`config.mk`:
```
export PLATFORM = sky130hd
export DESIGN_NAME = spi_master_ctrl
export DESIGN_NICKNAME = d
export VERILOG_FILES = /design/src/rtl/spi_master_ctrl.sv
export SDC_FILE = /design/constraint.sdc
export NUM_CORES = 1
export LEC_CHECK = 0
export CORE_ASPECT_RATIO = 1.5
export CORE_MARGIN = 3
export CORE_UTILIZATION = 47
export CTS_CLUSTER_SIZE = 8
export DETAILED_ROUTE_END_ITERATION = 10
export MAX_ROUTING_LAYER = met4
export PLACE_DENSITY = 0.83
export SETUP_SLACK_MARGIN = 0.05
export SLEW_MARGIN = 20
export SYNTH_ARGS = -nofsm -noshare
export SYNTH_HDL_FRONTEND = slang
export SYNTH_SLANG_ARGS = --single-unit
```
`constraint.sdc`:
```
create_clock -name clk -period 1.75 [get_ports clk]
set_input_delay 0.4375 -clock clk [delete_from_list [all_inputs] [get_ports clk]]
set_output_delay 0.4375 -clock clk [all_outputs]
set_load 0.1 [all_outputs]
```
`src/rtl/spi_master_ctrl.sv`:
```
// spi_master_ctrl: SPI master for the single-clock SPI slave. Frames 10-bit
// command words MSB first under SS_n. For rd-data commands it also collects
// a byte from MISO.
// Optional build macro SPI_MASTER_SEQCHK_EN: enables rd-addr/rd-data
// sequencing checks (seq_err). When it is undefined, seq_err is tied to 0.
//
// state | meaning
// ------+--------------------------------------------------------------
// IDLE  | waiting for a command, cmd_ready=1, SS_n=1
// SETUP | 2 cycles with MOSI=word[9] so the slave can leave its idle state
// SHIFT | 10 cycles, MOSI=word[9..0]
// TAIL  | 1 cycle, MOSI=0, SS_n still low so the slave flags rx_valid
// WAIT  | rd-data only, RD_GAP cycles of slave+RAM latency
// RECV  | rd-data only, 8 MISO samples, MSB first
// GAP   | IDLE_GAP cycles with SS_n=1 before returning to IDLE
// ERR   | rejected rd-data (no rd-addr pending), one cycle, no frame
module spi_master_ctrl #(
  parameter int RD_GAP   = 2,  // must be >= 1
  parameter int IDLE_GAP = 1   // must be >= 1
) (
  input  logic       clk,
  input  logic       rst,
  input  logic       cmd_valid,
  input  logic [9:0] cmd_word,
  output logic       cmd_ready,
  output logic       rsp_valid,
  output logic [7:0] rsp_data,
  output logic       busy,
  output logic       seq_err,
  output logic       SS_n,
  output logic       MOSI,
  input  logic       MISO
);

  localparam int WW = (RD_GAP   > 1) ? $clog2(RD_GAP)   : 1;
  localparam int GW = (IDLE_GAP > 1) ? $clog2(IDLE_GAP) : 1;
  localparam logic [WW-1:0] WAIT_INIT = WW'(RD_GAP - 1);
  localparam logic [GW-1:0] GAP_INIT  = GW'(IDLE_GAP - 1);

  localparam logic [1:0] CMD_RD_ADDR = 2'b10;
  localparam logic [1:0] CMD_RD_DATA = 2'b11;

  typedef enum logic [2:0] {
    S_IDLE,
    S_SETUP,
    S_SHIFT,
    S_TAIL,
    S_WAIT,
    S_RECV,
    S_GAP,
    S_ERR
  } state_t;

  state_t        state_q, state_d;
  logic [9:0]    word_q, word_d;
  logic [3:0]    bit_cnt_q, bit_cnt_d;
  logic [WW-1:0] wait_cnt_q, wait_cnt_d;
  logic [GW-1:0] gap_cnt_q, gap_cnt_d;
  logic [7:0]    rx_q, rx_d;
  logic [7:0]    rsp_data_q, rsp_data_d;
  logic          rsp_valid_q, rsp_valid_d;
  logic          seq_err_q, seq_err_d;
  logic          ss_n_q, ss_n_d;
  logic          mosi_q, mosi_d;
  logic          addr_pending_q, addr_pending_d;
  logic          reject_rd;
  logic          warn_rd_addr;

  // Sequencing check decisions for the command offered in IDLE.
`ifdef SPI_MASTER_SEQCHK_EN
  always_comb begin
    reject_rd    = (cmd_word[9:8] == CMD_RD_DATA) && !addr_pending_q;
    warn_rd_addr = (cmd_word[9:8] == CMD_RD_ADDR) &&  addr_pending_q;
  end
`else
  always_comb begin
    reject_rd    = 1'b0;
    warn_rd_addr = 1'b0;
  end
`endif

  // Next-state and registered-output computation.
  always_comb begin
    state_d        = state_q;
    word_d         = word_q;
    bit_cnt_d      = bit_cnt_q;
    wait_cnt_d     = wait_cnt_q;
    gap_cnt_d      = gap_cnt_q;
    rx_d           = rx_q;
    rsp_data_d     = rsp_data_q;
    rsp_valid_d    = 1'b0;
    seq_err_d      = 1'b0;
    ss_n_d         = 1'b1;
    mosi_d         = 1'b0;
    addr_pending_d = addr_pending_q;

    case (state_q)
      S_IDLE: begin
        if (cmd_valid) begin
          word_d = cmd_word;
          if (reject_rd) begin
            state_d   = S_ERR;
            seq_err_d = 1'b1;
          end else begin
            state_d   = S_SETUP;
            bit_cnt_d = 4'd1;
            ss_n_d    = 1'b0;
            mosi_d    = cmd_word[9];
            seq_err_d = warn_rd_addr;
          end
        end
      end

      S_SETUP: begin
        ss_n_d = 1'b0;
        mosi_d = word_q[9];
        if (bit_cnt_q == 4'd0) begin
          state_d   = S_SHIFT;
          bit_cnt_d = 4'd9;
        end else begin
          bit_cnt_d = bit_cnt_q - 4'd1;
        end
      end

      // MOSI currently carries word_q[bit_cnt_q]; queue up the next bit.
      S_SHIFT: begin
        ss_n_d = 1'b0;
        if (bit_cnt_q == 4'd0) begin
          state_d = S_TAIL;
        end else begin
          bit_cnt_d = bit_cnt_q - 4'd1;
          mosi_d    = word_q[bit_cnt_q - 4'd1];
        end
      end

      S_TAIL: begin
        if (word_q[9:8] == CMD_RD_DATA) begin
          state_d    = S_WAIT;
          wait_cnt_d = WAIT_INIT;
          ss_n_d     = 1'b0;
        end else begin
          state_d   = S_GAP;
          gap_cnt_d = GAP_INIT;
          if (word_q[9:8] == CMD_RD_ADDR) begin
            addr_pending_d = 1'b1;
          end
        end
      end

      S_WAIT: begin
        ss_n_d = 1'b0;
        if (wait_cnt_q == '0) begin
          state_d   = S_RECV;
          bit_cnt_d = 4'd7;
        end else begin
          wait_cnt_d = wait_cnt_q - 1'b1;
        end
      end

      S_RECV: begin
        rx_d = {rx_q[6:0], MISO};
        if (bit_cnt_q == 4'd0) begin
          state_d        = S_GAP;
          gap_cnt_d      = GAP_INIT;
          rsp_data_d     = {rx_q[6:0], MISO};
          rsp_valid_d    = 1'b1;
          addr_pending_d = 1'b0;
        end else begin
          ss_n_d    = 1'b0;
          bit_cnt_d = bit_cnt_q - 4'd1;
        end
      end

      S_GAP: begin
        if (gap_cnt_q == '0) begin
          state_d = S_IDLE;
        end else begin
          gap_cnt_d = gap_cnt_q - 1'b1;
        end
      end

      S_ERR: begin
        state_d = S_IDLE;
      end

      default: begin
        state_d = S_IDLE;
      end
    endcase
  end

  // State and output registers; reset aborts any frame in progress.
  always_ff @(posedge clk) begin
    if (rst) begin
      state_q        <= S_IDLE;
      word_q         <= '0;
      bit_cnt_q      <= '0;
      wait_cnt_q     <= '0;
      gap_cnt_q      <= '0;
      rx_q           <= '0;
      rsp_data_q     <= '0;
      rsp_valid_q    <= 1'b0;
      seq_err_q      <= 1'b0;
      ss_n_q         <= 1'b1;
      mosi_q         <= 1'b0;
      addr_pending_q <= 1'b0;
    end else begin
      state_q        <= state_d;
      word_q         <= word_d;
      bit_cnt_q      <= bit_cnt_d;
      wait_cnt_q     <= wait_cnt_d;
      gap_cnt_q      <= gap_cnt_d;
      rx_q           <= rx_d;
      rsp_data_q     <= rsp_data_d;
      rsp_valid_q    <= rsp_valid_d;
      seq_err_q      <= seq_err_d;
      ss_n_q         <= ss_n_d;
      mosi_q         <= mosi_d;
      addr_pending_q <= addr_pending_d;
    end
  end

  assign cmd_ready = (state_q == S_IDLE);
  assign busy      = (state_q != S_IDLE);
  assign rsp_valid = rsp_valid_q;
  assign rsp_data  = rsp_data_q;
  assign seq_err   = seq_err_q;
  assign SS_n      = ss_n_q;
  assign MOSI      = mosi_q;

endmodule

```
==> results.yml <==
global_routing:
  grt_max_degree: 22
  grt_pass1_wl_mm: 7.20
  globalRouteTotalUtil_pct: 22.7
  overflow: 0
  grt_pass1_vias: 1651
  antenna_found_initial: 0
yosys:
  synth_seq_area_share_pct: 42.5
  synthTopCellsByCount: "43 x nand2_1, 36 x dfxtp_1, 34 x a21oi_1, 15 x o21ai_0, 10 x nor2_1"
  mappedNetlistNets: 228
  synthCells: 213
  synth.most_common_cell: "nand2_1"
  synth.top_cell.area_share_pct: 42.5
  synthArstFlopShare_pct: 0
  synth_cell_types: 40
  synth_largest_area_cell: "dfxtp_1"
  syn_area_um2: 1690
  synth_ff_type: "dfxtp_1"
  synth_edf_count: 0
  synth-seq-cells: 36
  ys_top_cells_by_area: "dfxtp_1 43%, a21oi_1 10%, nand2_1 9.5%"
  yosys_warnings: 0
  avgSynthCellArea_um2: 7.95
die:
  row_count: 26
  core_um2: 3450
  die_w_um: 55.0
  fp.dieH_um: 79.5
  io_pins: 28
  start_util_pct: 49.1
  dieArea_um2: 4380
clocking:
  root_buffer: "clkbuf_8"
  cts_buffer_depth: 2
  cts_tree: "built"
  clk_latency_ns: 0.29
  cts_hold_buf: 0
  cts_buffers: 5
  htree_num_levels: 2
  cts.sink_count: 36
  clkSlewWorstSetupHoldPaths_ns: 0.07
setup_path:
  cp.arrival_ns: 1.26
  crit_top_cell: "buf_6"
  critical_path_class: "reg -> out"
  reg2reg_setup_slack_ns: 0.07
  worstPathMaxFanout: 5
  path_cells: "buf_6, nor3_4, buf_6, buf_12"
  cp-start-kind: "flop"
  path_delay_family: "buffers and inverters"
  cpPeakStageDelay_ns: 0.37
  worstSetupEndpointType: "primary output"
  crit_buf_inv: 3
  crit_path_top_delay_cell: "dfxtp_4"
  required_ns: 1.31
layout:
  multi_input_area_um2: 932
  postLayoutCellArea_um2: 2400
  syn_to_final_growth_pct: 41.5
  seq_area_um2: 731
  fillerInstances: 264
  final_nets: 267
  n_antenna_cell: 0
  drive_gt1_share_pct: 26.1
  finalNonFillerCells: 295
detailed_routing:
  wl_mm: 4.33
  first_pass_iters: 4
  vias: 1669
  via_per_inst: 5.66
  antenna_left: 0
  detail_route.iter0.violations: 83
  wl_per_cell_um: 14.7
  drc_errors: 0
placed_design:
  gp_routability_congestion: 0.887
  io_buffers: 26
  dp_hpwl_mm: 2.97
  placed_cells: 281
  place_area_um2: 2210
power:
  p_leak_nw: 0.864
  vdd_ir_drop_max_mv: 1.31
  p_per_area_nw_per_um2: 1610
timing:
  period_share_pct: 97.0
  min_period_ns: 1.70
  clock.fmax_mhz: 589
  hold_viol_final: 0
  report.final.slew_viol_count: 0
  fin_skew_ns: 0.00544
  grt_setup_unrepaired: "yes"
  setup_viol: 0
worst_hold_path:
  min_path_type: "reg -> reg"
job:
  cap_violations: 0
status:
  status: "finished clean"
==> cell families (layout without fill, tap and decap cells) <==
| family | after synthesis | after routing | synth area share [%] |
|---|---|---|---|
| fa+ha+maj | 1 | 1 | 0.738 |
| compound gates | 67 | 67 | 23.5 |
| mux | 5 | 5 | 4.50 |
| simple gates | 80 | 80 | 22.1 |
| flops | 36 | 36 | 42.5 |
| xor+xnor | 1 | 1 | 0.517 |
| other cells | 1 | 1 | 0.221 |
| buf+inv | 22 | 62 | 5.91 |
==> routing by layer <==
layer	vias up	routed length, um	track usage [%]	part of all wire [%]
met3	7	211	4.11	4.9
met4	0	86	10.7	2.0
met1	780	1730	26.4	40
met5	-	0	-	0
li1	821	-	-	-
met2	61	2300	36.6	53
==> worst min-delay path, cell delays in order, from the launching register on <==
cell and delay, ns:
dfxtp_1 0.31, nand2_1 0.05, a21oi_1 0.05
==> what timing repair did <==
action | in CTS | in global routing
pin swaps | 0 | 2
buffers inserted | 0 | 6
gates resized for setup | 4 | 14
setup endpoints to repair | 4 | 13
endpoints found under the hold margin | 0 | 0
==> registers in the layout (all words and copies together) (netlist names) <==
signal      cells
word_q         10
rsp_data        8
rx_q            7
bit_cnt_q       4
state_q         3
MOSI            1
SS_n            1
rsp_valid       1
wait_cnt_q      1
==> layout by cell type (no fill, tap or decap), types with 3 or more instances in the layout <==
cell type	netlist	layout
buf_4	1	19
inv_1	6	3
nand2b_1	4	3
nor3_1	5	3
clkdlybuf4s50_1	0	13
buf_6	1	3
o21ai_0	15	15
clkbuf_8	0	5
nand3_1	8	8
inv_2	0	3
a21oi_1	34	34
nand2_1	43	42
dfxtp_1	36	32
nor2_1	10	10
buf_12	0	13
==> through the flow <==
stage	setup TNS [ns]	util (%)	total power, W	hold slack, ns	worst slack (ns)
2_1_floorplan	-2.34	-	0.00245	0.432	-0.678
3_3_place_gp	-0.155	64.0	0.00301	0.441	-0.101
3_5_place_dp	-0.240	64.0	0.00306	0.443	-0.118
4_1_cts	0	66.8	0.00366	0.453	0.0330
5_1_grt	-0.0115	69.5	0.00410	0.484	-0.0115
6_report	0	69.5	0.00387	0.460	0.0529
==> cell type report <==
cell class,instances,share of cell area (%)
inverter,6,0.939
tap,42,2.19
multi-input combinational,155,38.9
clock buffer,5,2.87
sequential,36,30.5
timing repair buffer,48,23.6
clock inverter,3,0.992
==> final timing paths <==
kind | from | end | cells past startpoint
setup / recovery | state_q[2]$_SDFFE_PP0P_ | cmd_ready | 4
hold / removal | word_q[2]$_SDFFE_PP0P_ | word_q[2]$_SDFFE_PP0P_ | 2
setup reg to reg | bit_cnt_q[1]$_SDFFE_PP0P_ | bit_cnt_q[3]$_SDFFE_PP0P_ | 6
hold reg to reg | word_q[2]$_SDFFE_PP0P_ | word_q[2]$_SDFFE_PP0P_ | 2
==> power by group <==
group | internal [W] | total (W) | switching (W)
logic | 0.000963 | 0.00218 | 0.00121
clock network | 0.000281 | 0.000593 | 0.000311
registers | 0.000949 | 0.00110 | 0.000148
total | 0.00219 | 0.00387 | 0.00167
(Power assumes the default switching activity.)
